[config.mk]
export PLATFORM = sky130hd
export DESIGN_NAME = sprite_line_fetcher
export DESIGN_NICKNAME = d
export VERILOG_FILES = /design/src/rtl/sprite_pkg.sv /design/src/rtl/sprite_line_buf.sv /design/src/rtl/sprite_line_fetcher.sv
export SDC_FILE = /design/constraint.sdc
export NUM_CORES = 1
export LEC_CHECK = 0
export BUFFER_PORTS_ARGS = -buffer_cell sky130_fd_sc_hd__clkbuf_2
export CAP_MARGIN = 40
export CORE_MARGIN = 4
export CORE_UTILIZATION = 55
export CTS_CLUSTER_SIZE = 24
export DETAILED_ROUTE_END_ITERATION = 10
export HOLD_SLACK_MARGIN = 0.03
export PLACE_DENSITY = 0.76
export SLEW_MARGIN = 20
export SYNTH_ARGS = -nofsm -noshare
export SYNTH_HDL_FRONTEND = slang
export SYNTH_SLANG_ARGS = --single-unit
[constraint.sdc]
create_clock -name Clk -period 4.4 [get_ports Clk]
set_clock_uncertainty 0.15 [all_clocks]
set_input_delay 1.32 -clock Clk [delete_from_list [all_inputs] [get_ports Clk]]
set_output_delay 1.32 -clock Clk [all_outputs]
set_load 0.02 [all_outputs]
[src/rtl/sprite_pkg.sv]
// Shared sprite constants and fetch sequencer state encoding.
package sprite_pkg;

  localparam int unsigned SPR_W_DEFAULT   = 20;
  localparam int unsigned SPR_H_DEFAULT   = 22;
  localparam int unsigned ADDR_W_DEFAULT  = 9;
  localparam int unsigned COLOR_W_DEFAULT = 12;
  localparam logic [11:0] KEY_COLOR_DEFAULT = 12'h808;

  typedef enum logic [1:0] {
    IDLE  = 2'd0,
    FETCH = 2'd1,
    READY = 2'd2
  } fetch_state_t;

endpackage

[src/rtl/sprite_line_buf.sv]
// One-row sprite color buffer: single registered write port, combinational read port.
module sprite_line_buf #(
  parameter int unsigned DEPTH   = 20,
  parameter int unsigned COLOR_W = 12,
  parameter int unsigned AW      = 5
) (
  input  logic               clk,
  input  logic               we,
  input  logic [AW-1:0]      waddr,
  input  logic [COLOR_W-1:0] wdata,
  input  logic [AW-1:0]      raddr,
  output logic [COLOR_W-1:0] rdata
);

  logic [COLOR_W-1:0] mem [DEPTH];

  // Capture one fetched color per write strobe; contents are not reset.
  always_ff @(posedge clk) begin
    if (we) begin
      mem[waddr] <= wdata;
    end
  end

  assign rdata = mem[raddr];

endmodule

[src/rtl/sprite_line_fetcher.sv]
// Per-scanline sprite row fetcher: copies one ROM row into a line buffer
// during hblank, then serves color/opacity for the current active column.
module sprite_line_fetcher
  import sprite_pkg::*;
#(
  parameter int unsigned SPR_W     = SPR_W_DEFAULT,
  parameter int unsigned SPR_H     = SPR_H_DEFAULT,
  parameter int unsigned ADDR_W    = ADDR_W_DEFAULT,
  parameter int unsigned COLOR_W   = COLOR_W_DEFAULT,
  parameter logic [COLOR_W-1:0] KEY_COLOR = COLOR_W'(KEY_COLOR_DEFAULT)
) (
  input  logic               Clk,
  input  logic               Reset,
  input  logic               line_start,
  input  logic [9:0]         next_y,
  input  logic [9:0]         sprite_x,
  input  logic [9:0]         sprite_y,
  output logic [ADDR_W-1:0]  rom_addr,
  input  logic [COLOR_W-1:0] rom_color,
  input  logic [9:0]         draw_x,
  output logic [COLOR_W-1:0] pixel_color,
  output logic               pixel_on,
  output logic               fetch_busy
);

  localparam int unsigned COL_W = $clog2(SPR_W);

  fetch_state_t       state;
  logic [COL_W-1:0]   col;
  logic               line_hit;
  logic [9:0]         sx_q;

  logic [9:0]         row_c;
  logic               hit_c;
  logic [ADDR_W-1:0]  row_a_c;
  logic [ADDR_W-1:0]  base_c;
  logic [9:0]         dx_c;
  logic               in_c;
  logic [COL_W-1:0]   raddr_c;
  logic [COLOR_W-1:0] rdata_c;
  logic               we_c;

  // Row of the sprite hit by the upcoming line; wrap makes above-top rows miss.
  assign row_c   = next_y - sprite_y;
  assign hit_c   = row_c < 10'(SPR_H);
  assign row_a_c = ADDR_W'(row_c);
  assign base_c  = (row_a_c << 4) + (row_a_c << 2);

  // Column inside the sprite; wrap makes left-of-sprite columns fall outside.
  assign dx_c    = draw_x - sx_q;
  assign in_c    = dx_c < 10'(SPR_W);
  assign raddr_c = in_c ? COL_W'(dx_c) : '0;

  // A restarting line_start suppresses the stale write of the aborted fetch.
  assign we_c = (state == FETCH) && !line_start;

  sprite_line_buf #(
    .DEPTH   (SPR_W),
    .COLOR_W (COLOR_W),
    .AW      (COL_W)
  ) u_buf (
    .clk   (Clk),
    .we    (we_c),
    .waddr (col),
    .wdata (rom_color),
    .raddr (raddr_c),
    .rdata (rdata_c)
  );

  // Fetch sequencer: line_start (re)starts from any state, FETCH walks one row.
  always_ff @(posedge Clk) begin
    if (Reset) begin
      state      <= IDLE;
      rom_addr   <= '0;
      col        <= '0;
      line_hit   <= 1'b0;
      fetch_busy <= 1'b0;
      sx_q       <= '0;
    end else if (line_start) begin
      sx_q <= sprite_x;
      col  <= '0;
      if (hit_c) begin
        line_hit   <= 1'b1;
        rom_addr   <= base_c;
        state      <= FETCH;
        fetch_busy <= 1'b1;
      end else begin
        line_hit   <= 1'b0;
        state      <= READY;
        fetch_busy <= 1'b0;
      end
    end else begin
      case (state)
        FETCH: begin
          if (col == COL_W'(SPR_W - 1)) begin
            state      <= READY;
            fetch_busy <= 1'b0;
          end else begin
            col      <= col + COL_W'(1);
            rom_addr <= rom_addr + ADDR_W'(1);
          end
        end
        default: begin
        end
      endcase
    end
  end

  // Pixel path: one-cycle registered lookup of the buffered row.
  always_ff @(posedge Clk) begin
    if (Reset) begin
      pixel_on    <= 1'b0;
      pixel_color <= KEY_COLOR;
    end else begin
      pixel_on    <= (state == READY) && line_hit && in_c && (rdata_c != KEY_COLOR);
      pixel_color <= in_c ? rdata_c : KEY_COLOR;
    end
  end

endmodule

==> flow_summary_export.csv <==
group,metric,value,unit
detailed_routing,via_per_inst,6.24,
final_layout,fillers,1671,
floorplanning,core_area,22700,um2
sta,slew_headroom,51.3,%
clock_network,htreeDepth,1,
grt,gr-usage-all-layers,28.0,%
setup_path,setup.worst_path.start_class,"input pin",
floorplanning,die-area,25700,um2
sta,hold_viol,0,
run,maxCapViolations,0,
min_path,hold_class,"reg -> reg",
final_layout,final_common_cell,"edfxtp_1",
detailed_routing,drt_iter0_markers,1118,
synthesis,yosys_register_bits,280,
synthesis,synth_cell_types,94,
clock_network,cts_buffers,28,
placement,dp_hpwl,24.8,mm
placement,place_congestion,1.02,
placement,pre_cts_ws,-426,ps
placement,port-buffer-count,77,
clock_network,clockBufferDepth,3,
sta,period_needed,4280,ps
sta,setup_tns,0,ps
setup_path,worst_ep_arrival_time,4550,ps
synthesis,synth_compound_area_share,11.4,%
sta,setup_viol,0,
detailed_routing,vias,9211,
grt,grt_pass1_wl,55.1,mm
synthesis,syn-cell-area,12800,um2
final_layout,mostFrequentLayoutCells,"edfxtp_1 (240), buf_4 (140), nor2_1 (83)",
synthesis,ys_seq_area_share,62.8,%
clock_network,cts_hold_buf,0,
pwr,p_per_area,400,nW/um2
pwr,ir_drop,0.388,mV
setup_path,required,4670,ps
clock_network,ctsRootBufferMaster,"clkbuf_16",
synthesis,synth_nets,1050,
setup_path,crit_end,"pixel_on",
floorplanning,die_h,160,um
synthesis,synthSimpleGateAreaFrac,10.4,%
setup_path,critPathMaxFanout,8,
clock_network,clk_pin_slew_worst_paths,60,ps
synthesis,synth_edf_count,240,
synthesis,ys_top_cells_by_area,"edfxtp_1 (56%), dfxtp_1 (6.3%), mux2i_1 (3.5%)",
detailed_routing,antenna_left,0,
synthesis,synthArstFlopShare,0,%
final_layout,diodes,0,
synthesis,ys_warn_count,0,
detailed_routing,drc,0,
setup_path,r2r_slack,680,ps
floorplanning,row_count,55,
detailed_routing,first_pass_iters,5,
setup_path,startpoint,"draw_x[0]",
final_layout,utilization,67.5,%
grt,overflow,0,
setup_path,r2r_cells,14,
synthesis,synthXorXnorAreaFrac,1.50,%
setup_path,path_class,"in -> reg",
grt,grt_pass1_vias,9234,
sta,period_share,97.3,%
floorplanning,ios,78,
synthesis,synthMuxAreaShare,7.37,%
clock_network,clk_latency,550,ps
floorplanning,start_util,56.2,%
min_path,hold_path_depth,2,
sta,timing_max_transition_violations_final,0,
grt,grt_max_degree,41,
detailed_routing,drt-wirelength-per-cell,24.4,um
floorplanning,die_w,160,um
pwr,p_leak,5.69,nW
synthesis,synth_ff_type,"edfxtp_1",
clock_network,cts_tree,"done",
setup_path,reg2reg_from,"sx_q[0]",
clock_network,cts_num_sinks,280,
final_layout,areaGrowthSynthToFinish,20.1,%
synthesis,synth_largest_area_cell,"edfxtp_1",
synthesis,synthAdderAreaFrac,3.12,%
grt,antenna_found_initial,0,
setup_path,r2r_end,"pixel_on",
synthesis,synth_top_family_by_area,"compound AO/OA/AOI/OAI gates",
final_layout,nets,1256,
synthesis,syn_area_per_cell,13.2,um2
sta,fmax,234,MHz
setup_path,endpoint_kind,"register",
synthesis,synth_top_area_share,56.5,%
sta,setup_ws,118,ps
final_layout,drive_gt1_share,27.2,%
synthesis,netlist_instances,965,
detailed_routing,wirelength,36.0,mm
sta,worst_pin_slew,730,ps
outcome,outcome,"completed",
-- state kept, by name (all words and copies together), names as in the netlist --
register and count:
u_buf.mem 240, pixel_color 12, sx_q 10, rom_addr 9, col 5, state 2, line_hit 1, pixel_on 1
-- cells by family after synthesis --
family,after synthesis
muxes,73
buffers and inverters,90
and+or+nand+nor,271
AOI/OAI and AO/OA,200
DFF,280
xor gates and xnor gates,21
adders and majority gates,30
-- cell type report --
cell class | count | area [um2] | share of cell area [%]
Timing Repair Buffer | 223 | 1540 | 10.1
Clock buffer | 36 | 731 | 4.77
Clock inverter | 14 | 126 | 0.825
Inverter | 43 | 161 | 1.05
Sequential cell | 280 | 8010 | 52.3
Tap cell | 285 | 357 | 2.33
Multi-Input combinational cell | 595 | 4400 | 28.7
-- critical path, stage by stage --
cell	delay (ps)
clkbuf_2	80
inv_1	80
ha_4	140
inv_1	40
fa_2	360
a211oi_4	320
nor2_1	130
mux2_4	320
o2111a_2	190
buf_4	150
and4_1	300
a221oi_1	390
nor4_1	90
o21ai_1	100
nor4bb_1	390
a31oi_1	130
-- per-stage QoR --
| stage | total power, mW | instances | cell area (um2) | hold WS, ps |
|---|---|---|---|---|
| after floorplan | 3.47 | 965 | 12800 | 302 |
| after global routing | 6.35 | 1476 | 15300 | 391 |
| after CTS | 6.13 | 1474 | 15300 | 352 |
| after detailed placement | 3.90 | 1424 | 14400 | 336 |
| final | 6.13 | 1476 | 15300 | 351 |
| after global placement | 3.89 | 1424 | 14400 | 319 |
-- Yosys cell counts (all sizes together), types with 4 or more instances --
cell type  count
a221o          7
a21o           8
o21ai         27
mux4          15
nand2b         4
buf           21
o311ai         4
edfxtp       240
a31oi         21
a211o          4
nor4           6
mux2          14
or3            5
a221oi         4
nand3b         6
and3           9
clkbuf        26
nor4b          4
nor3          30
and2          15
mux2i         44
nand4          8
o22ai         10
inv           41
a21oi         44
nor2          84
ha            27
xor2          10
o211ai        15
dfxtp         40
xnor2         11
a211oi        14
nand3         24
nand2         65
-- worst min path at each step --
stage | startpoint | end | slack [ps]
floorplan | line_hit | pixel_on | 300
CTS | sx_q[4] | sx_q[4] | 350
finish | sx_q[3] | sx_q[3] | 350
global route | line_hit | line_hit | 390
detailed placement | sx_q[4] | sx_q[4] | 340
global placement | line_hit | line_hit | 320
-- layer usage --
metal	up-vias	share of wire (%)	GRT usage, %
met5	-	0	0
met4	0	3.2	8.80
met3	81	11	5.82
met2	533	45	42.9
met1	4500	40	40.7
li1	4097	-	-
-- report_power, final --
part	internal (mW)	switching [mW]	leakage (nW)	total, mW
sequential	2.89	0.00696	2.48	2.89
clock	1.28	0.968	0.415	2.25
combinational	0.412	0.575	2.80	0.986
-- repair_timing --
action,CTS,global route
gates resized for setup,0,8
endpoints found under the setup margin,0,1
buffers inserted,0,1
(Power assumes the default switching activity.)
